### src/rtl/rr_arb_mux_if.sv
// Bundle of the N request channels and the single registered output port of rr_arb_mux.
// The slave modport is the arbiter's view; the master modport is the view of whatever drives it.
interface rr_arb_mux_if #(
  parameter int WIDTH = 32,
  parameter int N     = 4
);
  localparam int IDW = $clog2(N);

  logic [N-1:0]       in_valid;
  logic [N*WIDTH-1:0] in_data;
  logic [N-1:0]       in_ready;
  logic               out_valid;
  logic [WIDTH-1:0]   out_data;
  logic [IDW-1:0]     out_id;
  logic               out_ready;

  modport slave (
    input  in_valid,
    input  in_data,
    output in_ready,
    output out_valid,
    output out_data,
    output out_id,
    input  out_ready
  );

  modport master (
    output in_valid,
    output in_data,
    input  in_ready,
    input  out_valid,
    input  out_data,
    input  out_id,
    output out_ready
  );
endinterface

### src/rtl/rr_arb_mux.sv
// N-channel round-robin valid/ready arbiter feeding one registered output beat.
// One beat per cycle sustained; the search starts at ptr and advances only on an accepted beat.
module rr_arb_mux #(
  parameter int WIDTH = 32,
  parameter int N     = 4
) (
  input  logic        clk,
  input  logic        rst_n,
  rr_arb_mux_if.slave bus
);
  localparam int IDW = $clog2(N);

  logic             out_valid_q, out_valid_d;
  logic [WIDTH-1:0] out_data_q,  out_data_d;
  logic [IDW-1:0]   out_id_q,    out_id_d;
  logic [IDW-1:0]   ptr_q,       ptr_d;

  logic             load_en;
  logic             grant_found;
  logic [IDW-1:0]   grant_idx;
  logic [WIDTH-1:0] chan_data [N];

  assign load_en = !out_valid_q || bus.out_ready;

  always_comb begin
    for (int i = 0; i < N; i++) begin
      chan_data[i] = bus.in_data[i*WIDTH +: WIDTH];
    end
  end

  // Rotating priority search: candidate k is (ptr + k) mod N, first valid wins.
  always_comb begin
    logic [IDW:0] cand;
    // NOTE: every comb output gets a default before any conditional path, so no latch is inferred.
    grant_found = 1'b0;
    grant_idx   = '0;
    cand        = '0;
    for (int k = 0; k < N; k++) begin
      cand = {1'b0, ptr_q} + (IDW+1)'(k);
      if (cand >= (IDW+1)'(N)) begin
        cand = cand - (IDW+1)'(N);
      end
      if (!grant_found && bus.in_valid[cand[IDW-1:0]]) begin
        grant_found = 1'b1;
        grant_idx   = cand[IDW-1:0];
      end
    end
  end

  always_comb begin
    out_valid_d = out_valid_q;
    out_data_d  = out_data_q;
    out_id_d    = out_id_q;
    ptr_d       = ptr_q;
    if (load_en) begin
      if (grant_found) begin
        out_valid_d = 1'b1;
        out_data_d  = chan_data[grant_idx];
        out_id_d    = grant_idx;
        ptr_d       = (grant_idx == IDW'(N-1)) ? '0 : grant_idx + 1'b1;
      end else begin
        // Idle: data, id and ptr hold so nothing depends on unused in_data.
        out_valid_d = 1'b0;
      end
    end
  end

  // NOTE: sequential state uses non-blocking assignments so every flop samples pre-edge values.
  always_ff @(posedge clk or negedge rst_n) begin
    if (!rst_n) begin
      out_valid_q <= 1'b0;
      out_data_q  <= '0;
      out_id_q    <= '0;
      ptr_q       <= '0;
    end else begin
      out_valid_q <= out_valid_d;
      out_data_q  <= out_data_d;
      out_id_q    <= out_id_d;
      ptr_q       <= ptr_d;
    end
  end

  // Held in reset, no channel may believe its beat was taken.
  always_comb begin
    bus.in_ready = '0;
    if (rst_n && load_en && grant_found) begin
      bus.in_ready = N'(1) << grant_idx;
    end
  end

  assign bus.out_valid = out_valid_q;
  assign bus.out_data  = out_data_q;
  assign bus.out_id    = out_id_q;
endmodule

### src/flat_wrapper.sv
// flat-port wrapper written by rule: the top's interface ports become plain ports
module rr_arb_mux_flat 
#(
  parameter int WIDTH = 32,
  parameter int N     = 4
)
  (clk, rst_n, bus_in_valid, bus_in_data, bus_in_ready, bus_out_valid, bus_out_data, bus_out_id, bus_out_ready);
  rr_arb_mux_if #(.WIDTH(WIDTH), .N(N)) bus_i ();
  input  logic clk;
  input  logic rst_n;
  input wire logic [$bits(bus_i.in_valid)-1:0] bus_in_valid;
  input wire logic [$bits(bus_i.in_data)-1:0] bus_in_data;
  output wire logic [$bits(bus_i.in_ready)-1:0] bus_in_ready;
  output wire logic [$bits(bus_i.out_valid)-1:0] bus_out_valid;
  output wire logic [$bits(bus_i.out_data)-1:0] bus_out_data;
  output wire logic [$bits(bus_i.out_id)-1:0] bus_out_id;
  input wire logic [$bits(bus_i.out_ready)-1:0] bus_out_ready;
  assign bus_i.in_valid = bus_in_valid;
  assign bus_i.in_data = bus_in_data;
  assign bus_in_ready = bus_i.in_ready;
  assign bus_out_valid = bus_i.out_valid;
  assign bus_out_data = bus_i.out_data;
  assign bus_out_id = bus_i.out_id;
  assign bus_i.out_ready = bus_out_ready;
  rr_arb_mux #(.WIDTH(WIDTH), .N(N)) u_core (.clk(clk), .rst_n(rst_n), .bus(bus_i));
endmodule
### config.mk
export PLATFORM = sky130hd
export DESIGN_NAME = rr_arb_mux_flat
export DESIGN_NICKNAME = d
export VERILOG_FILES = /design/src/rtl/rr_arb_mux_if.sv /design/src/rtl/rr_arb_mux.sv /design/src/flat_wrapper.sv
export SDC_FILE = /design/constraint.sdc
export NUM_CORES = 1
export LEC_CHECK = 0
export BUFFER_PORTS_ARGS = -buffer_cell sky130_fd_sc_hd__buf_2
export CORE_MARGIN = 3
export CORE_UTILIZATION = 41
export DETAILED_ROUTE_END_ITERATION = 8
export GPL_ROUTABILITY_DRIVEN = 0
export GPL_TIMING_DRIVEN = 0
export PLACE_DENSITY = 0.8
export SYNTH_ARGS = -nofsm -noshare
export SYNTH_HDL_FRONTEND = slang
export SYNTH_SLANG_ARGS = --single-unit
### constraint.sdc
create_clock -name clk -period 2.85 [get_ports clk]
set_input_delay 0.57 -clock clk [delete_from_list [all_inputs] [get_ports clk]]
set_output_delay 0.57 -clock clk [all_outputs]
set_load 0.02 [all_outputs]
==> impl_metrics.env <==
export IMPL_cpPeakStageDelay_ns=0.37
export IMPL_first_pass_iters=4
export IMPL_whs_ns=0.408
export IMPL_synthArstFlopShare_pct=100
export IMPL_syn_nets=354
export IMPL_finalCritPeriodShare_pct=96.7
export IMPL_cts_buffers=5
export IMPL_final_cell_mix="buf_2 (178), mux2i_1 (64), dfrtp_1 (37)"
export IMPL_rows=27
export IMPL_h_tree_depth=2
export IMPL_switching_share_pct=39.9
export IMPL_drive_above_1_share_pct=54.0
export IMPL_clkPwrFrac_pct=18.0
export IMPL_drv_cap=0
export IMPL_skew_ns=0.00326
export IMPL_cp_common_cell="buf_6"
export IMPL_worst_ep_arrival_time_ns=2.19
export IMPL_maxSlewViolCount=0
export IMPL_syn_area_um2=2440
export IMPL_hold_viol=0
export IMPL_drt_iter0_drc=95
export IMPL_place_hpwl_um=5800
export IMPL_syn_area_per_cell_um2=11.2
export IMPL_crit_end="bus_in_ready[1]"
export IMPL_clockRootBuffer="clkbuf_8"
export IMPL_fp_dieH_um=83.2
export IMPL_path_delay_family="buffers and inverters"
export IMPL_cts_setup_buffers=0
export IMPL_synth_edff_count=0
export IMPL_finalSetupViolCount=0
export IMPL_grt_first_pass_wirelength_um=12100
export IMPL_grt_pass1_vias=2536
export IMPL_maxSlewHeadroom_pct=41.3
export IMPL_grt_use_total_pct=21.1
export IMPL_yosysWarnings=0
export IMPL_rsz0062_at_grt="no"
export IMPL_postRouteAntennaNets=0
export IMPL_slowest_stage="dfrtp_1"
export IMPL_synthFlopType="dfrtp_1"
export IMPL_clkTransAtPathRegs_ns=0.07
export IMPL_seqPwrFrac_pct=30.3
export IMPL_area_growth_syn_to_layout_pct=43.6
export IMPL_crit_path_end_kind="output port"
export IMPL_core_area_um2=5640
export IMPL_max_clock_freq_mhz=363
export IMPL_path_buf_inv=4
export IMPL_grt_overflow=0
export IMPL_power_density_nw_per_um2=743
export IMPL_reg2reg_to="u_core.bus.out_data[24]"
export IMPL_die_w_um=83.2
export IMPL_leakage_nw=1.82
export IMPL_drcViolationCount=0
export IMPL_dpl_cell_area_um2=3400
export IMPL_ff2ff_path_depth=8
export IMPL_max_clock_path_buffers=2
export IMPL_ys_ff_latch=37
export IMPL_stdcell_area_um2=3510
export IMPL_total_power_mw=2.61
export IMPL_crit_start="u_core.ptr_q[1]"
export IMPL_cts_tree="done"
export IMPL_vias=2453
export IMPL_start_util_pct=43.3
export IMPL_viasPerCell=5.22
export IMPL_path_cells="buf_6 -> mux2_4 -> o221ai_2 -> buf_6 -> inv_2 -> ha_1 -> and3_1 -> buf_2"
export IMPL_antenna_found_initial=0
export IMPL_power_switching_mw=1.04
export IMPL_seq_area_frac_synth_pct=37.9
export IMPL_synth_cell_types=32
export IMPL_clk_latency_ns=0.28
export IMPL_synthCells=218
export IMPL_status="completed"
export IMPL_cp_depth=8
export IMPL_drt_wirelength_per_cell_um=15.5
export IMPL_clkSinkCount=37
export IMPL_p_int_mw=1.56
export IMPL_worst_ir_drop_vdd_mv=0.336
export IMPL_hp_class="in -> async"
export IMPL_port_buffers=173
export IMPL_combPwrFrac_pct=51.7
export IMPL_grt_max_degree=41
export IMPL_worstSetupPathType="reg -> out"
export IMPL_final_common_cell="buf_2"
export IMPL_crit_fanout=19
export IMPL_antenna_cells=0
export IMPL_r2r_start="u_core.ptr_q[1]"
export IMPL_worstMarginPinSlew_ns=0.881
export IMPL_critPathLaunchType="flip-flop"
export IMPL_min_period_ns=2.76
export IMPL_tns_ns=0
export IMPL_reg2reg_slack_ns=0.80
export IMPL_drt_total_wl_um=7290
export IMPL_finalNetCount=533
export IMPL_die_area_um2=6920
export IMPL_io_pins=174
export IMPL_cp_required_ns=2.28
-- kinds of logic (layout without fill, tap and decap cells) --
logic type	after synthesis	count (layout)	synth area share, %
AO/OA/AOI/OAI	80	80	25.6
adder cells (fa/ha/maj)	1	1	0.512
buffers and inverters	22	202	6.10
flip-flops	37	37	37.9
multiplexers	65	65	26.9
AND/OR/NAND/NOR	13	13	3.02
-- synthesized netlist by cell type, drive strengths merged, types with 2 or more instances --
| cell type | count | share of area [%] |
|---|---|---|
| a21o | 3 | 0.92 |
| a21oi | 36 | 10 |
| buf | 13 | 4.7 |
| clkbuf | 5 | 0.77 |
| dfrtp | 37 | 38 |
| inv | 4 | 0.61 |
| mux2i | 64 | 26 |
| nand2 | 4 | 0.61 |
| nor2 | 2 | 0.31 |
| o21ai | 2 | 0.41 |
| o2bb2ai | 32 | 11 |
-- registers in the layout, summed over array words and instances (netlist names) --
| register | cells |
|---|---|
| u_core.bus.out_data | 32 |
| u_core.ptr_q | 2 |
| u_core.bus.out_id | 2 |
| u_core.bus.out_valid | 1 |
-- how the worst min path moves through the flow --
stage | end | slack [ns] | cells after the start
after floorplan | u_core.bus.out_data[0] | 0.27 | 0
after global placement | u_core.bus.out_id[1] | 0.46 | 1
after detailed placement | u_core.bus.out_id[1] | 0.50 | 1
after CTS | u_core.bus.out_id[0] | 0.43 | 1
after global routing | u_core.bus.out_data[9] | 0.46 | 1
final | u_core.bus.out_id[0] | 0.41 | 1
-- metal layers --
metal | share of wire, % | track usage (%) | vias to the layer above
met2 | 51 | 38.1 | 114
met3 | 8.4 | 6.75 | 6
met4 | 0.70 | 3.71 | 0
li1 | - | - | 1192
met1 | 39 | 24.5 | 1141
met5 | 0 | 0 | -
-- power by group through the flow --
stage,Clock (mW),Combinational (mW),Sequential [mW]
final,0.468,1.35,0.790
after global routing,0.502,1.46,0.815
after CTS,0.473,1.37,0.791
after detailed placement,0,1.38,0.801
after global placement,0,1.35,0.791
after floorplan,0,0.721,1.01
-- timing repair --
action | CTS | global route
setup endpoints to repair | 1 | 0
gates resized for setup | 0 | 0
hold buffers | 0 | 0
-- cell type report --
type                       count  area, um2
clock inverter                 1       30.0
clock buffer                   7       86.3
fill                         510       2140
timing repair buffer         173        866
sequential                    37        926
inverter                       4       15.0
buffer                        17        126
multi-input combinational    159       1370
tap                           72       90.1
-- per-stage QoR --
step	std cells	util [%]	setup slack, ns
floorplan	218	-	0.420
global placement	463	60.2	0.0605
detailed placement	463	60.2	0.0341
CTS	470	62.1	0.0728
global route	470	62.1	0.00250
finish	470	62.1	0.0929
Note: power is estimated with default switching activity, not from simulation.
